### src/rtl/mul_pkg.sv
// Shared definitions for the multiplier resolve stage: widths, FSM states
// and the in_op encoding.
package mul_pkg;

  localparam int RES_W = 64;
  localparam int HI_W  = 32;
  localparam int LO_W  = 32;

  typedef enum logic [1:0] {
    ST_IDLE = 2'd0,
    ST_ADD  = 2'd1,
    ST_ACC  = 2'd2,
    ST_DONE = 2'd3
  } state_e;

  // Operation encoding; OP_RSVD behaves exactly like OP_MULT.
  typedef enum logic [1:0] {
    OP_MULT = 2'b00,
    OP_MADD = 2'b01,
    OP_MSUB = 2'b10,
    OP_RSVD = 2'b11
  } op_e;

endpackage

### src/rtl/cpa64.sv
// 64-bit carry-propagate adder: sum_o = a_i + b_i, or a_i - b_i when sub_i
// is set (two's complement: invert b and inject a carry-in of one).
module cpa64 (
  input  logic [63:0] a_i,
  input  logic [63:0] b_i,
  input  logic        sub_i,
  output logic [63:0] sum_o
);

  logic [63:0] b_eff;

  assign b_eff = sub_i ? ~b_i : b_i;
  assign sum_o = a_i + b_eff + {63'd0, sub_i};

endmodule

### src/rtl/mul_resolve.sv
// Multiplier resolve stage: collapses the carry-save pair from the
// compression tree into the final product, optionally accumulates it into
// {HI,LO}, and hands the result to writeback with a valid/ready handshake.
// Optional feature macro: MUL_RESOLVE_MADD_EN enables MADD/MSUB (ACC state
// and the accumulate adder); without it every operation is a plain MULT.
module mul_resolve #(
  parameter int RES_W = mul_pkg::RES_W
) (
  input  logic               clk,
  input  logic               resetn,
  input  logic               in_valid,
  output logic               in_ready,
  input  logic [RES_W-1:0]   in_sum,
  input  logic [RES_W-1:0]   in_carry,
  input  logic [1:0]         in_op,
  input  logic               flush,
  output logic               out_valid,
  input  logic               out_ready,
  output logic [RES_W-1:0]   out_res,
  output logic [RES_W/2-1:0] hi,
  output logic [RES_W/2-1:0] lo,
  output logic               busy
);

  import mul_pkg::*;

  state_e           state_q, state_d;
  logic [RES_W-1:0] sum_q, carry_q;
  logic [RES_W-1:0] res_q, res_d;
  logic [RES_W-1:0] hilo_q;
  logic [RES_W-1:0] add_res;
  logic [RES_W-1:0] acc_res;
  logic             is_acc;
  logic             accept;
  logic             load_res;

  // A flush in the same cycle blocks any new transfer, including in IDLE.
  assign in_ready = !flush &&
                    ((state_q == ST_IDLE) || (state_q == ST_DONE && out_ready));
  assign accept   = in_valid && in_ready;

  // Final carry-propagate add of the carry-save pair (ADD state).
  cpa64 u_add (
    .a_i   (sum_q),
    .b_i   (carry_q),
    .sub_i (1'b0),
    .sum_o (add_res)
  );

`ifdef MUL_RESOLVE_MADD_EN
  op_e              op_q;
  logic [RES_W-1:0] prod_q;

  assign is_acc = (op_q == OP_MADD) || (op_q == OP_MSUB);

  // Accumulate {HI,LO} with the registered product (ACC state).
  cpa64 u_acc (
    .a_i   (hilo_q),
    .b_i   (prod_q),
    .sub_i (op_q == OP_MSUB),
    .sum_o (acc_res)
  );

  // Operation latch on accept and product register filled during ADD.
  always_ff @(posedge clk or negedge resetn) begin
    if (!resetn) begin
      op_q   <= OP_MULT;
      prod_q <= '0;
    end else begin
      if (accept)
        op_q <= op_e'(in_op);
      if (state_q == ST_ADD)
        prod_q <= add_res;
    end
  end
`else
  // in_op carries no meaning in this build; fold it into a sink signal.
  logic unused_op;
  assign unused_op = ^in_op;
  assign is_acc    = 1'b0;
  assign acc_res   = '0;
`endif

  // Next-state logic plus result-load select.
  always_comb begin
    // NOTE: every variable gets a default first so no path infers a latch.
    state_d  = state_q;
    unique case (state_q)
      ST_IDLE: if (accept) state_d = ST_ADD;
      ST_ADD: begin
        if (flush)       state_d = ST_IDLE;
        else if (is_acc) state_d = ST_ACC;
        else             state_d = ST_DONE;
      end
      ST_ACC:  state_d = flush ? ST_IDLE : ST_DONE;
      ST_DONE: begin
        if (flush)          state_d = ST_IDLE;
        else if (out_ready) state_d = accept ? ST_ADD : ST_IDLE;
      end
      default: state_d = ST_IDLE;
    endcase
    // The result and {HI,LO} are written only on the edge that enters DONE.
    load_res = (state_d == ST_DONE) && (state_q != ST_DONE);
    res_d    = (state_q == ST_ACC) ? acc_res : add_res;
  end

  // State register.
  always_ff @(posedge clk or negedge resetn) begin
    // NOTE: sequential state uses non-blocking assignments so every register
    // samples pre-edge values regardless of block ordering.
    if (!resetn) state_q <= ST_IDLE;
    else         state_q <= state_d;
  end

  // Stage registers capture the carry-save pair on accept.
  always_ff @(posedge clk or negedge resetn) begin
    if (!resetn) begin
      sum_q   <= '0;
      carry_q <= '0;
    end else if (accept) begin
      sum_q   <= in_sum;
      carry_q <= in_carry;
    end
  end

  // Result and architectural {HI,LO}, updated together on DONE entry.
  always_ff @(posedge clk or negedge resetn) begin
    if (!resetn) begin
      res_q  <= '0;
      hilo_q <= '0;
    end else if (load_res) begin
      res_q  <= res_d;
      hilo_q <= res_d;
    end
  end

  assign out_valid = (state_q == ST_DONE);
  assign out_res   = res_q;
  assign hi        = hilo_q[RES_W-1 -: HI_W];
  assign lo        = hilo_q[LO_W-1:0];
  assign busy      = (state_q != ST_IDLE);

endmodule

### config.mk
export PLATFORM = sky130hd
export DESIGN_NAME = mul_resolve
export DESIGN_NICKNAME = d
export VERILOG_FILES = /design/src/rtl/mul_pkg.sv /design/src/rtl/cpa64.sv /design/src/rtl/mul_resolve.sv
export SDC_FILE = /design/constraint.sdc
export NUM_CORES = 1
export LEC_CHECK = 0
export ABC_AREA = 1
export ABC_CLOCK_PERIOD_IN_PS = 5800
export CAP_MARGIN = 5
export CORE_MARGIN = 2
export CORE_UTILIZATION = 25
export CTS_BUF_LIST = sky130_fd_sc_hd__clkbuf_4 sky130_fd_sc_hd__clkbuf_8
export DETAILED_ROUTE_END_ITERATION = 12
export PLACE_DENSITY = 0.52
export SKIP_LAST_GASP = 1
export SYNTH_ARGS = -nofsm -noshare
export SYNTH_HDL_FRONTEND = slang
export SYNTH_SLANG_ARGS = --single-unit
### constraint.sdc
create_clock -name clk -period 5.8 [get_ports clk]
set_input_delay 1.74 -clock clk [delete_from_list [all_inputs] [get_ports clk]]
set_output_delay 1.74 -clock clk [all_outputs]
set_load 0.02 [all_outputs]
==> results of run 1 <==
## state kept, by name, indices dropped and copies added, names as in the netlist
name	count
carry_q	64
out_res	64
sum_q	64
state_q	2
## per-layer routing
| layer | global-route usage [%] | share of wire (%) | vias to the layer above |
|---|---|---|---|
| met4 | 4.42 | 1.5 | 0 |
| met1 | 22.8 | 50 | 5536 |
| met3 | 2.28 | 3.8 | 28 |
| met5 | 0 | 0 | - |
| li1 | - | - | 6067 |
| met2 | 25.2 | 44 | 251 |
## power groups by stage
stage          Sequential [mW]  Clock [mW]  Combinational, mW
4_1_cts                   2.54       0.976               8.14
2_1_floorplan             2.57           0               5.34
3_3_place_gp              2.53           0               8.07
3_5_place_dp              2.57           0               8.10
5_1_grt                   2.62        1.03               9.05
6_report                  2.52       0.934               8.12
## synthesized netlist by cell type (all sizes together)
library cell	number	area [um^2]
nand2	715	2690
fa	1	20.0
nor4	2	12.5
a21oi	46	230
mux2	126	1420
o211ai	1	7.51
nor3	13	70.1
dfrtp	194	4850
nand3	71	360
buf	88	618
nor2	115	434
clkbuf	2	7.51
o21bai	3	22.5
xnor2	25	219
ha	67	838
xor2	2	17.5
inv	345	1290
and2	1	6.26
o22ai	1	6.26
nand3b	7	52.6
a22o	1	8.76
o21ai	41	209
nand4	5	31.3
a21boi	1	7.51
## worst register-to-register path: stages (launching register included)
cell and delay [ps]:
dfrtp_1 370, ha_1 290, inv_1 90, fa_1 430
inv_1 120, nand3_1 70, nand2_1 140, nand3_1 100
nand3b_1 260, nand2_1 90, nand2_1 200, nand2_1 110
nand2_1 70, nand2_1 50, nand3_1 170, nand2_1 70
## path summary, 6_finish.rpt
path / slack (ps) / endpoint
setup / recovery: 850 / in_ready
hold / removal: 520 / carry_q[24]$_DFFE_PN0N_
setup reg to reg: 3040 / out_res[60]$_DFFE_PN0P_
hold reg to reg: 520 / carry_q[24]$_DFFE_PN0N_
max in group asynchronous: 3540 / sum_q[57]$_DFFE_PN0N_
min in group asynchronous: 1230 / state_q[0]$_DFF_PN0_
## stage by stage
step	util, %	hold slack (ps)	area, um^2
3_5_place_dp	31.0	499	16400
2_1_floorplan	-	484	13400
5_1_grt	31.8	538	16800
4_1_cts	31.8	525	16800
3_3_place_gp	31.0	494	16400
6_report	31.8	521	16800
## cells by family after synthesis
kind of cell | Yosys count
compound gates | 94
buf+inv | 435
fa+ha+maj | 68
mux | 126
simple gates | 929
flops | 194
xor+xnor | 27
## area by class of cell
class                      count  area (um^2)  area share, %
antenna                        3         7.51         0.0447
clock buffer                  17          234           1.39
clock inverter                15          170           1.01
inverter                     345         1290           7.71
multi-input combinational   1244         6670           39.7
sequential                   194         4850           28.9
tap                          688          861           5.13
timing repair buffer         269         2710           16.1
==> reports/results.tsv, run 1 <==
stage	metric	value	unit
floorplanning	row cnt	84	
worst_setup_path	Slowest-stage cell, CP	clkdlybuf4s50_1	
floorplanning	I/O pin cnt	266	
synth	Distinct cells, synth	33	
floorplanning	Die Y	236	um
detailed_routing	WL/cell	15.8	um
worst_setup_path	Critical Path Start	out_ready	
worst_setup_path	Crit Path Category	input pin to output port	
power	total power	11.6	mW
worst_setup_path	CP Cell Sequence	clkdlybuf4s50_1 -> inv_2 -> o21ai_2 -> and2_1 -> clkdlybuf4s50_1	
clock_tree	H-tree depth	4	
timing	fin crit period	4950	ps
timing	slew margin rel.	47.0	%
place	port bufs	263	
floorplanning	Die Wd	236	um
worst_setup_path	CP required	4060	ps
clock_tree	post-CTS sizing	0	
global_route	GRT Total Usage	16.0	%
power	Clock power frac	8.1	%
finish	commonest non-fill, non-tap cell in the layout	nand2_1	
clock_tree	# hold bufs at CTS	0	
timing	unrepaired setup endpoints after global routing	no	
power	Pwr per Cell Area	689	nW/um^2
global_route	largest net degree at the start of global routing	132	
worst_setup_path	Crit path largest cell delay	600	ps
power	Comb pwr share	70.2	%
synth	post-synthesis compound-gate area fraction	3.66	%
synth	#FFs+latches synth	194	
synth	post-synthesis adder-cell area fraction	6.39	%
worst_setup_path	most common cell type on the critical path	clkdlybuf4s50_1	
detailed_routing	Pre-antenna DRT Iters	5	
hold_path	Hold Path Stages	1	
global_route	first-pass GRT wire length	67.7	mm
timing	Setup TNS	0	ps
floorplanning	Starting Density	25.4	%
clock_tree	clock root buffer	clkbuf_8	
synth	largest family of logic cells by synthesized area	simple AND/OR/NAND/NOR gates	
place	placed cell count	2740	
place	dpl ws	866	ps
hold_path	Tightest Hold Check Type	flip-flop to flip-flop	
clock_tree	Setup Buffers After CTS	0	
timing	Slew @ Worst Pin	796	ps
worst_setup_path	WP depth	5	
finish	most frequent cells in the layout	nand2_1 (714), inv_1 (342), clkdlybuf4s50_1 (262)	
synth	Synth Warn #	0	
place	Final GP Congestion	0.894	
synth	Synth Cell Area	13400	um^2
clock_tree	Max clock buf depth	2	
clock_tree	clk slew on worst S/H paths	90	ps
worst_setup_path	Top delay family on crit path	buffers and inverters	
clock_tree	total CTS buffers	17	
synth	Post-Synthesis Cells	1873	
timing	Fmax	202	MHz
hold_path	Hold Path Origin	carry_q[24]$_DFFE_PN0N_	
detailed_routing	1st-iter DRT viols	665	
worst_setup_path	endpoint class of the critical path	output port	
synth	post-synthesis mux area share	10.6	%
timing	fin worst setup slack	855	ps
detailed_routing	vias post-DR	11900	
power	switch share	53.2	%
detailed_routing	routed vias/inst	4.28	
clock_tree	clock latency on the worst-skew pair	540	ps
finish	area grow syn2layout	25.0	%
synth	Post-Syn Area per Cell	7.17	um^2
clock_tree	CTS tree	yes	
finish	Fillers	5691	
power	static leakage	8.76	nW
power	switching power	6.15	mW
floorplanning	core area	52900	um^2
power	Reg power frac	21.7	%
job	Max Cap Viol	0	
worst_setup_path	launching point of the worst reg2reg path	carry_q[0]$_DFFE_PN0N_	
power	maximum vdd drop	0.178	mV
status	status	finished clean	
finish	share of post-route cells with drive strength above 1	8.30	%
timing	Final Setup Violations	0	
detailed_routing	final antenna-violating net count	0	
detailed_routing	DRC	0	
timing	Worst Clk Skew	24.3	ps
worst_setup_path	critical path peak fanout	3	
worst_setup_path	Critical Path Source Type	input pin	
power	Int Pwr	5.42	mW
timing	final hold vios	0	
timing	Final Max Slew Viols	0	
worst_setup_path	worst reg-to-reg path cell count	15	
finish	final cell count without fillers	2775	
synth	simple logic cell fraction of the synthesized area	27.2	%
synth	Mapped Nets	2076	
timing	Final Cycle Share	85.3	%
detailed_routing	Routed WL	43.9	mm
synth	XOR/XNOR Fraction of Synth Area	1.76	%
clock_tree	clk sink count	194	
place	HPWL Detailed	36.8	mm
global_route	vias in the first global route	11800	
worst_setup_path	Buf/Inv on CP	3	
global_route	initial antenna violation count	3	
floorplanning	Die ar.	55600	um^2
synth	sequential-to-total area share from yosys stat	36.1	%
global_route	grt ovf	0	
worst_setup_path	Critical Path AT	3210	ps
finish	fin nets	2274	
(Power assumes the default switching activity.)
==> run 2, diff against run 1 <==
ABC_CLOCK_PERIOD_IN_PS = 5660   (was 5800)
CORE_ASPECT_RATIO = 1.75   (was default)
clock period = 5.66 ns   (was 5.8 ns; I/O delays follow)
==> reports/results.tsv, run 2 (synthesized netlist as in run 1, its figures left out) <==
stage	metric	value	unit	change
worst_setup_path	Top delay family on crit path	buffers and inverters		
detailed_routing	vias post-DR	11700		-1.4%
worst_setup_path	Crit Path Category	input pin to output port		
global_route	initial antenna violation count	3		unchanged
detailed_routing	Pre-antenna DRT Iters	5		unchanged
timing	Final Cycle Share	85.8	%	
worst_setup_path	Buf/Inv on CP	3		unchanged
finish	Final Util	31.6	%	-0.21 points
place	Final GP Congestion	0.886		-0.84%
hold_path	Tightest Hold Check Type	flip-flop to flip-flop		
finish	fin nets	2274		unchanged
clock_tree	total CTS buffers	17		unchanged
global_route	GRT Total Usage	17.3	%	+1.2 points
power	maximum vdd drop	0.197	mV	+11%
worst_setup_path	CP Cell Sequence	clkdlybuf4s50_1 -> inv_2 -> o21ai_2 -> and2_1 -> clkdlybuf4s50_1		
worst_setup_path	endpoint class of the critical path	output port		
worst_setup_path	Critical Path Source Type	input pin		
finish	most frequent cells in the layout	nand2_1 (714), inv_1 (342), clkdlybuf4s50_1 (262)		
detailed_routing	final antenna-violating net count	0		unchanged
global_route	grt ovf	0		unchanged
timing	Final Max Slew Viols	0		unchanged
power	Pwr per Cell Area	709	nW/um^2	+2.9%
worst_setup_path	most common cell type on the critical path	clkdlybuf4s50_1		
clock_tree	clk sink count	194		unchanged
worst_setup_path	Critical Path AT	3160	ps	-50 ps
global_route	vias in the first global route	12000		+1.6%
global_route	largest net degree at the start of global routing	132		unchanged
clock_tree	clock latency on the worst-skew pair	540	ps	about the same
finish	area grow syn2layout	25.1	%	about the same
place	port bufs	263		unchanged
timing	final hold vios	0		unchanged
detailed_routing	Routed WL	47.4	mm	+8.0%
detailed_routing	routed vias/inst	4.23		-1.3%
floorplanning	Die Wd	179	um	-24%
finish	commonest non-fill, non-tap cell in the layout	nand2_1		
detailed_routing	1st-iter DRT viols	485		-27%
timing	Fmax	206	MHz	
timing	fin worst setup slack	803	ps	-52.3 ps
floorplanning	core area	53300	um^2	+0.73%
timing	Slew @ Worst Pin	836	ps	+40.4 ps
floorplanning	row cnt	112		+33%
finish	share of post-route cells with drive strength above 1	8.30	%	unchanged
clock_tree	clock root buffer	clkbuf_8		
clock_tree	CTS tree	yes		
floorplanning	Starting Density	25.2	%	-0.18 points
finish	final instance area	16800	um^2	about the same
timing	Final Setup Violations	0		unchanged
timing	hold_ws	523	ps	+1.72 ps
finish	final cell count without fillers	2771		-0.14%
clock_tree	H-tree depth	4		unchanged
timing	fin crit period	4860	ps	
power	static leakage	8.77	nW	about the same
place	HPWL Detailed	39.6	mm	+7.6%
place	placed cell count	2736		-0.15%
detailed_routing	DRC	0		unchanged
detailed_routing	WL/cell	17.1	um	+8.1%
place	placed cell area	16400	um^2	about the same
clock_tree	Setup Buffers After CTS	0		unchanged
timing	unrepaired setup endpoints after global routing	no		
floorplanning	Die ar.	55700	um^2	+0.13%
timing	Setup TNS	0	ps	unchanged
job	Max Cap Viol	0		unchanged
clock_tree	Max clock buf depth	2		unchanged
status	status	finished clean		
worst_setup_path	critical path peak fanout	3		unchanged
timing	slew margin rel.	44.3	%	-2.7 points
floorplanning	I/O pin cnt	266		unchanged
clock_tree	post-CTS sizing	0		unchanged
place	dpl ws	797	ps	-69.4 ps
worst_setup_path	Crit path largest cell delay	600	ps	about the same
worst_setup_path	CP required	3960	ps	-100 ps
global_route	first-pass GRT wire length	70.4	mm	+4.1%
worst_setup_path	Slowest-stage cell, CP	clkdlybuf4s50_1		
clock_tree	# hold bufs at CTS	0		unchanged
floorplanning	Die Y	311	um	+32%
clock_tree	clk slew on worst S/H paths	90	ps	about the same
timing	Worst Clk Skew	23.1	ps	-1.24 ps
power	total power	11.9	mW	+2.9%
==> run 2: final cells by class <==
type / count / area, um^2
well taps: 684 / 856
inverters: 345 / 1290
clock inverters: 14 / 173
flip-flops and latches: 194 / 4850
diodes: 3 / 7.51
fillers: 5886 / 36400
repair buffers: 269 / 2710
multi-input cells: 1244 / 6670
clock buffers: 18 / 248
==> run 2: power breakdown <==
group | switching [mW] | internal [mW] | total (mW)
Combinational | 5.24 | 3.07 | 8.31
Clock | 0.590 | 0.419 | 1.01
Sequential | 0.524 | 2.06 | 2.59
Total | 6.36 | 5.55 | 11.9
==> run 2: worst register-to-register path: stages (launching register included) <==
cell and delay [ps]:
dfrtp_1 410, ha_1 370, nand2_1 150, nor2_1 380
nand3_1 130, nand3b_1 290, nand2_1 100, nand2_1 240
nand2_1 190, nand2_1 90, nand2_1 50, nand3_1 80
nand2_1 60
==> run 2: metal layers <==
layer | GRT usage [%] | up-vias | share of wire (%)
li1 | - | 6039 | -
met1 | 16.4 | 5382 | 35
met2 | 34.7 | 218 | 57
met3 | 1.92 | 72 | 2.4
met4 | 9.24 | 0 | 5.0
met5 | 0 | - | 0
==> run 2: path summary, 6_finish.rpt <==
check                                        startpoint                       to  slack, ps  depth (start not counted)
worst max-delay path                          out_ready                 in_ready        800                          5
worst min-delay path            carry_q[29]$_DFFE_PN0N_  carry_q[29]$_DFFE_PN0N_        520                          1
worst max register to register    sum_q[11]$_DFFE_PN0N_  out_res[60]$_DFFE_PN0P_       3000                         12
worst min register to register  carry_q[29]$_DFFE_PN0N_  carry_q[29]$_DFFE_PN0N_        520                          1
max in group asynchronous                        resetn  carry_q[18]$_DFFE_PN0N_       3400                          2
min in group asynchronous                        resetn    sum_q[41]$_DFFE_PN0N_       1260                          1
==> run 3, diff against run 2 <==
CORE_ASPECT_RATIO = 0.7   (was 1.75)
CTS_BUF_LIST = default   (was sky130_fd_sc_hd__clkbuf_4 sky130_fd_sc_hd__clkbuf_8)
==> reports/results.tsv, run 3 (synthesized netlist as in run 1, its figures left out) <==
stage	metric	value	unit	change
status	status	finished clean		
power	Comb pwr share	68.9	%	-0.9 points
detailed_routing	routed vias/inst	4.21		-0.36%
power	Pwr per Cell Area	718	nW/um^2	+1.3%
clock_tree	Max clock buf depth	2		unchanged
power	Reg power frac	21.3	%	-0.4 points
power	switch share	52.8	%	-0.60 points
floorplanning	Starting Density	25.2	%	-0.066 points
place	port bufs	263		unchanged
detailed_routing	Pre-antenna DRT Iters	5		unchanged
finish	share of post-route cells with drive strength above 1	8.29	%	about the same
timing	Final Cycle Share	85.7	%	about the same
timing	Setup TNS	0	ps	unchanged
timing	Fmax	206	MHz	about the same
power	Clock power frac	9.8	%	+1.3 points
floorplanning	core area	53400	um^2	+0.26%
timing	Worst Clk Skew	22.6	ps	-0.489 ps
clock_tree	Setup Buffers After CTS	0		unchanged
global_route	GRT Total Usage	16.7	%	-0.59 points
detailed_routing	vias post-DR	11900		+1.3%
timing	Final Max Slew Viols	0		unchanged
finish	area grow syn2layout	26.5	%	
power	static leakage	8.82	nW	+0.60%
clock_tree	clk sink count	194		unchanged
worst_setup_path	Buf/Inv on CP	3		unchanged
finish	commonest non-fill, non-tap cell in the layout	nand2_1		
detailed_routing	1st-iter DRT viols	627		+29%
global_route	first-pass GRT wire length	68.4	mm	-3.0%
timing	unrepaired setup endpoints after global routing	no		
worst_setup_path	Top delay family on crit path	buffers and inverters		
worst_setup_path	reg-to-reg endpoint	sum_q[52]$_DFFE_PN0N_		
place	placed cell count	2784		+1.8%
worst_setup_path	CP Cell Sequence	clkdlybuf4s50_1 -> inv_2 -> o21ai_2 -> and2_1 -> clkdlybuf4s50_1		
clock_tree	clock root buffer	clkbuf_16		
finish	most frequent cells in the layout	nand2_1 (714), inv_1 (342), clkdlybuf4s50_1 (262)		
floorplanning	I/O pin cnt	266		unchanged
clock_tree	CTS tree	yes		
finish	Final Util	31.8	%	+0.28 points
timing	slew margin rel.	47.9	%	+3.7 points
power	maximum vdd drop	0.308	mV	+56%
floorplanning	Die ar.	55600	um^2	about the same
global_route	largest net degree at the start of global routing	86		-35%
clock_tree	# hold bufs at CTS	0		unchanged
clock_tree	H-tree depth	4		unchanged
detailed_routing	Routed WL	45.3	mm	-4.5%
timing	hold_ws	514	ps	-9.40 ps
place	HPWL Detailed	38.4	mm	-3.0%
floorplanning	Die Y	198	um	-36%
timing	fin crit period	4850	ps	-4.55 ps
global_route	grt ovf	0		unchanged
finish	final cell count without fillers	2816		+1.6%
clock_tree	clk slew on worst S/H paths	60	ps	-30 ps
finish	fin nets	2276		+0.088%
power	total power	12.2	mW	+2.5%
worst_setup_path	Crit Path Category	input pin to output port		
global_route	vias in the first global route	11400		-4.6%
worst_setup_path	CP required	3960	ps	about the same
power	switching power	6.44	mW	+1.3%
power	Int Pwr	5.76	mW	+3.8%
worst_setup_path	WP depth	5		unchanged
detailed_routing	DRC	0		unchanged
hold_path	Tightest Hold Check Type	flip-flop to flip-flop		
finish	number of diodes	0		-3
worst_setup_path	most common cell type on the critical path	clkdlybuf4s50_1		
floorplanning	Die Wd	281	um	+57%
worst_setup_path	FF-to-FF setup slack	2560	ps	-440 ps
worst_setup_path	Critical Path AT	3150	ps	about the same
worst_setup_path	Critical Path Source Type	input pin		
hold_path	Hold Path Stages	1		unchanged
worst_setup_path	endpoint class of the critical path	output port		
worst_setup_path	Slowest-stage cell, CP	clkdlybuf4s50_1		
worst_setup_path	launching point of the worst reg2reg path	state_q[1]$_DFF_PN0_		
worst_setup_path	Crit path largest cell delay	600	ps	about the same
detailed_routing	final antenna-violating net count	0		unchanged
worst_setup_path	Critical Path Start	out_ready		
worst_setup_path	worst reg-to-reg path cell count	7		-5
timing	Final Setup Violations	0		unchanged
timing	Slew @ Worst Pin	781	ps	-55.0 ps
global_route	initial antenna violation count	0		-3
clock_tree	total CTS buffers	17		unchanged
worst_setup_path	CP Capture Point	in_ready		
floorplanning	row cnt	71		-37%
timing	final hold vios	0		unchanged
clock_tree	post-CTS sizing	0		unchanged
clock_tree	clock latency on the worst-skew pair	480	ps	-60 ps
job	Max Cap Viol	0		unchanged
worst_setup_path	critical path peak fanout	3		unchanged
place	Final GP Congestion	0.896		+1.1%
detailed_routing	WL/cell	16.1	um	-6.1%
## run 3: cell count changes in the layout (fill, tap and decap cells not counted), sizes merged
cell / delta
clkinvlp: +3
diode: -3
buf: +2
clkinv: -2
bufinv: -1
clkbuf: +1
inv: -1
## run 3: layer usage
metal | share of wire [%] | global-route usage (%) | wire length, um | vias to the layer above
li1 | - | - | - | 6053
met1 | 55 | 26.5 | 25000 | 5528
met2 | 39 | 22.7 | 17700 | 255
met3 | 4.9 | 3.13 | 2240 | 22
met4 | 0.86 | 3.51 | 389 | 0
met5 | 0 | 0 | 0 | -
## run 3: final cells by class
cell class	count	area [um^2]
Multi-Input combinational cell	1244	6670
Clock buffer	19	433
Inverter	345	1290
Timing Repair Buffer	271	2710
Tap cell	730	913
Fill cell	5780	36400
Clock inverter	13	126
Sequential cell	194	4850
## run 3: power groups by stage
stage               Clock (mW)  Combinational, mW  Sequential, mW
finish                    1.20               8.40            2.60
CTS                       1.24               8.42            2.63
global route              1.29               9.37            2.71
detailed placement           0               8.39            2.65
global placement             0               8.36            2.62
floorplan                    0               5.47            2.64
## run 3: worst reg2reg max path: cells and delay by family (launching register included)
kind                       cells  cell delay (ps)
DFF                            1              450
and+or+nand+nor                1              280
adders and majority gates      1              230
AOI/OAI and AO/OA              1              100
muxes                          1              490
buffers and inverters          3             1440
## run 3: stage by stage
stage                     setup slack (ps)  instance area, um^2
after CTS                              801                17000
final                                  807                17000
after detailed placement               808                16400
after global placement                 798                16400
after global routing                   737                17000
after floorplan                       1880                13400
## run 3: how the worst min path moves through the flow
stage                              end                    start  slack (ps)
2_1_floorplan   carry_q[0]$_DFFE_PN0N_   carry_q[0]$_DFFE_PN0N_         480
3_3_place_gp   carry_q[33]$_DFFE_PN0N_  carry_q[33]$_DFFE_PN0N_         500
3_5_place_dp     sum_q[21]$_DFFE_PN0N_    sum_q[21]$_DFFE_PN0N_         500
4_1_cts        carry_q[20]$_DFFE_PN0N_  carry_q[20]$_DFFE_PN0N_         520
5_1_grt         carry_q[3]$_DFFE_PN0N_   carry_q[3]$_DFFE_PN0N_         530
6_report       carry_q[49]$_DFFE_PN0N_  carry_q[49]$_DFFE_PN0N_         510
